**config.mk**
```make
export PLATFORM = sky130hd
export DESIGN_NAME = mem_access_ctrl
export DESIGN_NICKNAME = d
export VERILOG_FILES = /design/src/rtl/mem_access_ctrl.sv
export SDC_FILE = /design/constraint.sdc
export NUM_CORES = 1
export LEC_CHECK = 0
export BUFFER_PORTS_ARGS = -buffer_cell sky130_fd_sc_hd__buf_2
export CORE_ASPECT_RATIO = 1.25
export CORE_UTILIZATION = 40
export DETAILED_ROUTE_END_ITERATION = 8
export GPL_TIMING_DRIVEN = 1
export PLACE_DENSITY = 0.71
export SLEW_MARGIN = 20
export SYNTH_ARGS = -nofsm -noshare
export SYNTH_HDL_FRONTEND = slang
export SYNTH_SLANG_ARGS = --single-unit
```
**constraint.sdc**
```tcl
create_clock -name clk -period 2.2 [get_ports clk]
set_input_delay 0.33 -clock clk [delete_from_list [all_inputs] [get_ports clk]]
set_output_delay 0.33 -clock clk [all_outputs]
set_load 0.02 [all_outputs]
```
**src/rtl/mem_access_ctrl.sv**
```systemverilog
// -----------------------------------------------------------------------------
// mem_access_ctrl
//
// Purpose: MEM-stage controller between the EX stage and the data cache.
// A load/store in EX is latched, issued to the Dcache through a small FSM
// (IDLE -> REQ -> [WAIT_R] -> DONE), and the pipeline is held until the
// access finishes. Non-memory instructions flow straight through to the
// registered writeback outputs.
//
// Optional feature: define MEM_MISALIGN_CHECK_EN to enable alignment checks.
//   Defined:   a misaligned half/word access issues no request, does not
//              stall, writes back with we=0 and pulses mem_misalign_o.
//   Undefined: low address bits are ignored (half uses addr[1], word is
//              forced aligned) and mem_misalign_o is tied low.
//
// Ports:
//   clk, rst_n              clock, asynchronous active-low reset
//   ex_*                    EX-stage instruction fields (type, rw, width,
//                           load extension, store data, address, rd, we)
//   dcache_req_o/we_o/addr_o/wstrb_o/wdata_o   request to the Dcache
//   dcache_ready_i          Dcache accepts the request this cycle
//   dcache_rvalid_i/rdata_i read data return
//   fc_Dcache_stall_flag_o  combinational pipeline hold
//   mem_reg_we_o/waddr_o/wdata_o   registered writeback to WB
//   mem_misalign_o          registered one-cycle misalignment pulse
//   fsm_state               debug view of the FSM (0 IDLE, 1 REQ,
//                           2 WAIT_R, 3 DONE)
//
// Handshake: a request transfers on a rising edge where dcache_req_o=1 and
// dcache_ready_i=1; request fields stay stable while dcache_req_o=1 and
// ready is low. Read data is taken on the first edge with dcache_rvalid_i=1
// while in WAIT_R (at the earliest one cycle after acceptance); rvalid in
// any other state is ignored.
// -----------------------------------------------------------------------------
module mem_access_ctrl (
    input  logic        clk,
    input  logic        rst_n,
    input  logic        ex_mtype_i,
    input  logic        ex_mem_rw_i,
    input  logic [1:0]  ex_mem_width_i,
    input  logic        ex_mem_rdtype_i,
    input  logic [31:0] ex_mem_wr_data_i,
    input  logic [31:0] ex_alu_result_i,
    input  logic [4:0]  ex_reg_waddr_i,
    input  logic        ex_reg_we_i,
    output logic        dcache_req_o,
    output logic        dcache_we_o,
    output logic [31:0] dcache_addr_o,
    output logic [3:0]  dcache_wstrb_o,
    output logic [31:0] dcache_wdata_o,
    input  logic        dcache_ready_i,
    input  logic        dcache_rvalid_i,
    input  logic [31:0] dcache_rdata_i,
    output logic        fc_Dcache_stall_flag_o,
    output logic        mem_reg_we_o,
    output logic [4:0]  mem_reg_waddr_o,
    output logic [31:0] mem_reg_wdata_o,
    output logic        mem_misalign_o,
    output logic [1:0]  fsm_state
);

    typedef enum logic [1:0] {
        IDLE   = 2'd0,
        REQ    = 2'd1,
        WAIT_R = 2'd2,
        DONE   = 2'd3
    } state_t;

    state_t      state, state_nx;

    // Latched copy of the memory instruction
    logic        lat_rw;
    logic [1:0]  lat_width;
    logic        lat_rdtype;
    logic [31:0] lat_addr;
    logic [31:0] lat_data;
    logic [4:0]  lat_waddr;
    logic        lat_we;
    logic [31:0] load_data;

    logic        misaligned;
    logic        start;
    logic        stall;
    logic [7:0]  rd_byte;
    logic [15:0] rd_half;
    logic [31:0] rd_ext;

`ifdef MEM_MISALIGN_CHECK_EN
    // Width 2'b11 is treated as a word.
    assign misaligned = ex_mtype_i &&
                        (((ex_mem_width_i == 2'b01) && ex_alu_result_i[0]) ||
                         (ex_mem_width_i[1] && (ex_alu_result_i[1:0] != 2'b00)));
`else
    assign misaligned = 1'b0;
`endif

    // A misaligned access never leaves IDLE, so it never stalls.
    assign start     = (state == IDLE) && ex_mtype_i && !misaligned;
    assign stall     = start || (state == REQ) || (state == WAIT_R);
    assign fsm_state = state;

    assign fc_Dcache_stall_flag_o = stall;

    // ---------------- FSM ----------------
    always_ff @(posedge clk or negedge rst_n) begin
        if (!rst_n) begin
            state <= IDLE;
        end else begin
            state <= state_nx;
        end
    end

    always_comb begin
        state_nx = state;
        case (state)
            IDLE:    if (start) state_nx = REQ;
            REQ:     if (dcache_ready_i) state_nx = lat_rw ? DONE : WAIT_R;
            WAIT_R:  if (dcache_rvalid_i) state_nx = DONE;
            DONE:    state_nx = IDLE;
            default: state_nx = IDLE;
        endcase
    end

    // ---------------- Request path (driven only from latched fields) ----------------
    assign dcache_req_o  = (state == REQ);
    assign dcache_we_o   = lat_rw;
    assign dcache_addr_o = {lat_addr[31:2], 2'b00};

    always_comb begin
        dcache_wstrb_o = 4'b0000;
        dcache_wdata_o = lat_data;
        case (lat_width)
            2'b00: begin
                dcache_wdata_o = {4{lat_data[7:0]}};
                dcache_wstrb_o = 4'b0001 << lat_addr[1:0];
            end
            2'b01: begin
                dcache_wdata_o = {2{lat_data[15:0]}};
                dcache_wstrb_o = 4'b0011 << {lat_addr[1], 1'b0};
            end
            default: begin
                dcache_wdata_o = lat_data;
                dcache_wstrb_o = 4'b1111;
            end
        endcase
        if (!lat_rw) begin
            dcache_wstrb_o = 4'b0000;
        end
    end

    // ---------------- Load lane select and extension ----------------
    always_comb begin
        rd_byte = 8'h00;
        case (lat_addr[1:0])
            2'b00:   rd_byte = dcache_rdata_i[7:0];
            2'b01:   rd_byte = dcache_rdata_i[15:8];
            2'b10:   rd_byte = dcache_rdata_i[23:16];
            default: rd_byte = dcache_rdata_i[31:24];
        endcase
        rd_half = lat_addr[1] ? dcache_rdata_i[31:16] : dcache_rdata_i[15:0];
        case (lat_width)
            2'b00:   rd_ext = lat_rdtype ? {24'h000000, rd_byte} : {{24{rd_byte[7]}}, rd_byte};
            2'b01:   rd_ext = lat_rdtype ? {16'h0000, rd_half}   : {{16{rd_half[15]}}, rd_half};
            default: rd_ext = dcache_rdata_i;
        endcase
    end

    // ---------------- Instruction latch and load capture ----------------
    always_ff @(posedge clk or negedge rst_n) begin
        if (!rst_n) begin
            lat_rw     <= 1'b0;
            lat_width  <= 2'b00;
            lat_rdtype <= 1'b0;
            lat_addr   <= 32'h0;
            lat_data   <= 32'h0;
            lat_waddr  <= 5'd0;
            lat_we     <= 1'b0;
            load_data  <= 32'h0;
        end else begin
            if (start) begin
                lat_rw     <= ex_mem_rw_i;
                lat_width  <= ex_mem_width_i;
                lat_rdtype <= ex_mem_rdtype_i;
                lat_addr   <= ex_alu_result_i;
                lat_data   <= ex_mem_wr_data_i;
                lat_waddr  <= ex_reg_waddr_i;
                lat_we     <= ex_reg_we_i;
            end
            if ((state == WAIT_R) && dcache_rvalid_i) begin
                load_data <= rd_ext;
            end
        end
    end

    // ---------------- Writeback registers ----------------
    // Stall cycles insert a bubble (we=0) and hold address/data. With stall
    // low the state is either DONE (retire the memory op) or IDLE with a
    // non-memory (or rejected misaligned) instruction.
    always_ff @(posedge clk or negedge rst_n) begin
        if (!rst_n) begin
            mem_reg_we_o    <= 1'b0;
            mem_reg_waddr_o <= 5'd0;
            mem_reg_wdata_o <= 32'h0;
        end else if (stall) begin
            mem_reg_we_o <= 1'b0;
        end else if (state == DONE) begin
            if (lat_rw) begin
                mem_reg_we_o <= 1'b0;
            end else begin
                mem_reg_we_o    <= lat_we;
                mem_reg_waddr_o <= lat_waddr;
                mem_reg_wdata_o <= load_data;
            end
        end else if (misaligned) begin
            mem_reg_we_o <= 1'b0;
        end else begin
            mem_reg_we_o    <= ex_reg_we_i;
            mem_reg_waddr_o <= ex_reg_waddr_i;
            mem_reg_wdata_o <= ex_alu_result_i;
        end
    end

`ifdef MEM_MISALIGN_CHECK_EN
    always_ff @(posedge clk or negedge rst_n) begin
        if (!rst_n) begin
            mem_misalign_o <= 1'b0;
        end else begin
            mem_misalign_o <= (state == IDLE) && misaligned;
        end
    end
`else
    assign mem_misalign_o = 1'b0;
`endif

endmodule

```
==> results.cfg, run 1 <==
[critical_path]
startpoint = lat_width[0]
worstPathRequired_ns = 1.87
cp_cell_sequence = or2b_1, nor2b_1, o21a_1, buf_2
arrival_ns = 1.77
r2r_start = fsm_state[0]
path_max_fanout = 9
setup.worst_path.start_class = flop
crit_buf_inv = 1
path_class = reg2out
max_stage_delay_ns = 0.44
critical-path-top-delay-family = simple AND/OR/NAND/NOR gates
slowest_stage = dfrtp_1
worstSetupEndpointType = output pin

[clock_tree]
cts_tree = built
clk_pin_slew_ns = 0.06
clock-sinks = 146
root_buffer = clkbuf_16
clock_path_buffers = 2
cts_max_level = 4
numCtsBuffers = 17
post_cts_buffers = 0
clock_latency_ns = 0.42

[yosys]
dominantRegCellSynth = dfrtp_1
syn_area_um2 = 7600
synth_warnings = 0
yosysTopAreaCellShare_pct = 48.1
synth-edff-count = 0
synth_seq_cells = 146
synthTopCellsByCount = mux2_2 (173), dfrtp_1 (146), buf_4 (47)
avgSynthCellArea_um2 = 12.1
yosysMostFrequentCell = mux2_2
synth_cells = 630
yosysSeqAreaShare_pct = 48.1
yosys-top-cells-area = dfrtp_1 (48%), mux2_2 (26%), buf_4 (4.6%), a31oi_1 (2.6%), buf_2 (1.8%)
synth.distinct_cells = 46
async_flop_share_pct = 100
yosysTopAreaCell = dfrtp_1

[power]
total_power_mw = 16.1
switching_power_mw = 6.58
seq_power_share_pct = 30.8
ir_drop_mv = 0.958
swShare_pct = 40.8
p_comb_share_pct = 51.3
cell_internal_pwr_mw = 9.56
p_leak_nw = 4.28
powerDensity_nw_per_um2 = 1730
clockPowerShare_pct = 17.9

[sta]
rsz0062_at_grt = no
finalHoldViolations = 0
holdWs_ns = 0.136
setup_tns_ns = 0
fmax_ghz = 0.476
period_share_pct = 95.4
drv_slew = 0
setup_viol = 0
relSlewSlack_pct = 56.8
fin_skew_ns = 0.00583
finalCriticalPeriod_ns = 2.10
worstMarginPinSlew_ns = 0.645
fin_ws_ns = 0.101

[placement]
dp.cells = 1014
finalWeightedCongestion = 0.808
dp_hpwl_um = 13800
port_buffers = 219
place_worst_setup_slack_ns = 0.393
place_area_um2 = 8660

[floorplan]
coreArea_um2 = 18700
placementRows = 56
boundaryPins = 223
start_util_pct = 40.6
die-width_um = 125
die_area_um2 = 19600
die_height_um = 156

[finish]
fin_util_pct = 49.7
stdcell_area_um2 = 9300
diodes = 0
drive_gt1_share_pct = 56.0
fin_nets = 919
area_growth_pct = 22.4
stdcell_count = 1048

[detailed_routing]
antenna_left = 0
vias = 5584
drt-total-wl_um = 19500
wl_per_cell_um = 18.6
drt_pre_antenna_iters = 7
viasPerCell = 5.33
drt-initial-drc-count = 259
drc = 14

[global_routing]
grt_pass1_wl_um = 31100
grt_max_degree = 76
grt_pass1_vias = 5676
grt_overflow_total = 0
track_usage_pct = 20.7
antenna_found_initial = 1

[status]
status = complete, but fails checks
violations = DRC

[worst_hold_path]
hp-class = in2reg
hold_start = ex_mem_wr_data_i[0]

[run]
max-cap-violations = 0
power groups by stage:
| stage | Combinational (mW) | Clock (mW) | Sequential, mW |
|---|---|---|---|
| 2_1_floorplan | 6.10 | 0 | 5.18 |
| 3_3_place_gp | 8.08 | 0 | 4.98 |
| 3_5_place_dp | 8.24 | 0 | 5.03 |
| 4_1_cts | 8.34 | 2.97 | 5.00 |
| 5_1_grt | 8.93 | 3.07 | 5.16 |
| 6_report | 8.28 | 2.88 | 4.98 |
worst reg2reg max path: cells and delay by family, from the launching register on:
| family | cells | cell delay [ns] |
|---|---|---|
| AOI/OAI and AO/OA | 2 | 0.27 |
| buffers and inverters | 2 | 0.39 |
| and+or+nand+nor | 1 | 0.43 |
| adders and majority gates | 1 | 0.22 |
| DFF | 1 | 0.43 |
metal layers:
layer	wire length, µm	GRT usage, %	vias up
li1	-	-	2599
met1	7990	24.9	2726
met5	11	0	-
met2	9640	35.4	223
met4	552	10.3	2
met3	1270	4.36	34
cell usage in the layout, fill, tap and decap left out, types with 8 or more instances in the layout:
cell type  netlist  layout
a21oi_1         19      19
a31oi_1         32      32
and2_1           9       9
and3b_1          8       8
buf_2           28     218
buf_4           47      16
clkbuf_16        0      17
dfrtp_1        146     143
mux2_2         173     173
mux2i_1          9       9
nand2_1         22      21
nand2b_1         9       9
nand4b_1         8       8
nor2_1          14      14
o211ai_1         8       8
o21ai_0         16      16
o22ai_1          8       8
flip-flops by register name, indices dropped and copies added, names as in the netlist:
name	flops
mem_reg_wdata_o	32
lat_data	32
load_data	32
lat_we	1
lat_waddr	5
mem_reg_we_o	1
lat_width	2
mem_reg_waddr_o	5
lat_addr	32
dcache_we_o	1
fsm_state	2
lat_rdtype	1
logic make-up (layout without fill, tap and decap cells):
kind of cell    Yosys count  in the layout  synth area share, %
mux                     184            184                 27.2
flops                   146            146                 48.1
compound gates          106            106                 8.97
simple gates             97             97                 7.51
buf+inv                  91            275                 7.37
fa+ha+maj                 5              5                0.823
other cells               1              3               0.0493
worst paths after layout:
| path | end | slack (ns) | cells after the start |
|---|---|---|---|
| max in group asynchronous | lat_width[1] | 1.09 | 3 |
| max reg2reg | load_data[18] | 0.36 | 6 |
| min in group asynchronous | lat_data[0] | 0.40 | 2 |
| min reg2reg | lat_addr[19] | 0.50 | 1 |
| min | lat_data[0] | 0.14 | 2 |
| max | dcache_wstrb_o[0] | 0.10 | 4 |
area by class of cell:
class / instances / area [µm²]
Fill cell: 1710 / 9410
Sequential cell: 146 / 3660
Multi-Input combinational cell: 395 / 3420
Timing Repair Buffer: 241 / 1350
Clock buffer: 20 / 447
Tap cell: 232 / 290
Clock inverter: 12 / 130
Inverter: 2 / 7.51
repair_timing:
action	4_1_cts	5_1_grt
endpoints found under the setup margin	2	1
gates cloned	1	0
endpoints found under the hold margin	45	0
hold buffers	1	0
gates resized for setup	2	3
(Power assumes the default switching activity.)
==> inputs of run 2 (changes only) <==
- RECOVER_POWER: unset -> 25
==> run 2 against run 1 <==
The flow still finishes with violations (DRC). First-iteration DRC count fell by 1.5%. Global-route usage stayed put. Final cell count is the same. Worst setup slack got worse by 0.00096 ns. Clock skew barely moved. Critical path depth did not move. Worst hold slack worse by 0.00074 ns. Non-clock buffer count stayed put. Die area stayed put. Final area fell by 0.26%. Critical path type unchanged. Sequential share of layout area rose by 0.10 points.
==> results.cfg, run 2 (same netlist as run 1, synthesis figures left out) <==
[sta]
finalHoldViolations = 0
setup_tns_ns = 0
fin_skew_ns = 0.00603
holdWs_ns = 0.135
drv_slew = 0
setup_viol = 0
fin_ws_ns = 0.100
finalCriticalPeriod_ns = 2.10
relSlewSlack_pct = 14.4
rsz0062_at_grt = no
period_share_pct = 95.5
worstMarginPinSlew_ns = 1.28
fmax_ghz = 0.476

[clock_tree]
clock-sinks = 146
clock_latency_ns = 0.42
numCtsBuffers = 17
cts_max_level = 4
clock_path_buffers = 2
clk_pin_slew_ns = 0.06
cts_tree = built
root_buffer = clkbuf_16

[placement]
finalWeightedCongestion = 0.808
port_buffers = 219
place_worst_setup_slack_ns = 0.393
dp_hpwl_um = 13800

[finish]
fin_util_pct = 49.6
diodes = 0
layout_common_cells = buf_2 (218), mux2_2 (173), dfrtp_1 (143)
mostFrequentLayoutCell = buf_2
fin_nets = 919
area_growth_pct = 22.1
drive_gt1_share_pct = 56.0

[detailed_routing]
vias = 5608
antenna_left = 0
drt-initial-drc-count = 255
drc = 14
viasPerCell = 5.35
drt-total-wl_um = 19500
drt_pre_antenna_iters = 7
wl_per_cell_um = 18.6

[critical_path]
worstSetupEndpointType = output pin
path_max_fanout = 9
worstPathRequired_ns = 1.87
path_class = reg2out
arrival_ns = 1.77
setup.worst_path.start_class = flop

[global_routing]
grt_pass1_vias = 5676
grt_max_degree = 76
track_usage_pct = 20.7
antenna_found_initial = 1
grt_pass1_wl_um = 31100
grt_overflow_total = 0

[worst_hold_path]
hp-class = in2reg

[status]
violations = DRC
status = complete, but fails checks

[power]
p_leak_nw = 4.27
powerDensity_nw_per_um2 = 1740
ir_drop_mv = 0.958

[run]
max-cap-violations = 0

[floorplan]
placementRows = 56
coreArea_um2 = 18700
die_area_um2 = 19600
boundaryPins = 223
die_height_um = 156
start_util_pct = 40.6
die-width_um = 125
[run 2: cell count changes in the layout (fill, tap and decap cells not counted)]
cell	change
buf_6	+1
clkbuf_2	+1
buf_12	-2
[run 2: worst paths after layout]
| kind | start | end | slack [ns] | depth (start not counted) |
|---|---|---|---|---|
| max | lat_width[0] | dcache_wstrb_o[0] | 0.10 | 4 |
| max reg2reg | fsm_state[0] | load_data[18] | 0.35 | 6 |
| min in group asynchronous | rst_n | lat_data[0] | 0.72 | 2 |
| min | ex_mem_rdtype_i | lat_rdtype | 0.13 | 2 |
| min reg2reg | lat_addr[19] | lat_addr[19] | 0.50 | 1 |
| max in group asynchronous | rst_n | lat_width[1] | 0.37 | 3 |
[run 2: worst max-delay path, stage by stage, from the launching register on]
cell	delay, ns
dfrtp_1	0.44
or2b_1	0.40
nor2b_1	0.20
o21a_1	0.16
buf_2	0.16
[run 2: cell type report]
| type | instances | area (µm²) |
|---|---|---|
| Timing Repair Buffer | 241 | 1330 |
| Clock inverter | 12 | 130 |
| Tap cell | 232 | 290 |
| Sequential cell | 146 | 3660 |
| Inverter | 2 | 7.51 |
| Multi-Input combinational cell | 395 | 3420 |
| Clock buffer | 20 | 447 |
| Fill cell | 1716 | 9430 |
[run 2: power by group]
group	internal, mW	switching [mW]	leakage [nW]	total [mW]
sequential	4.10	0.878	1.73	4.97
combinational	3.75	4.52	2.26	8.27
clock	1.70	1.18	0.281	2.89
total	9.55	6.58	4.27	16.1
[run 2: per-stage QoR]
| step | cells | power (mW) | area [µm²] |
|---|---|---|---|
| after floorplan | 632 | 11.3 | 7610 |
| after global placement | 1014 | 13.1 | 8660 |
| after detailed placement | 1014 | 13.3 | 8660 |
| after CTS | 1048 | 16.3 | 9300 |
| after global routing | 1048 | 17.1 | 9280 |
| final | 1048 | 16.1 | 9280 |
[run 2: repair_timing]
item | CTS | global route
hold buffers | 1 | 0
gates cloned | 1 | 0
setup buffers | 0 | 0
gates resized for setup | 2 | 3
setup endpoints to repair | 2 | 1
endpoints found under the hold margin | 45 | 0
[run 2: layer usage]
layer  vias to the layer above  track usage, %  routed length, µm
met1                      2755            24.9               8060
met2                       218            35.4               9690
met4                         2            10.3                554
li1                       2597               -                  -
met3                        36            4.36               1240
met5                         -               0                 11
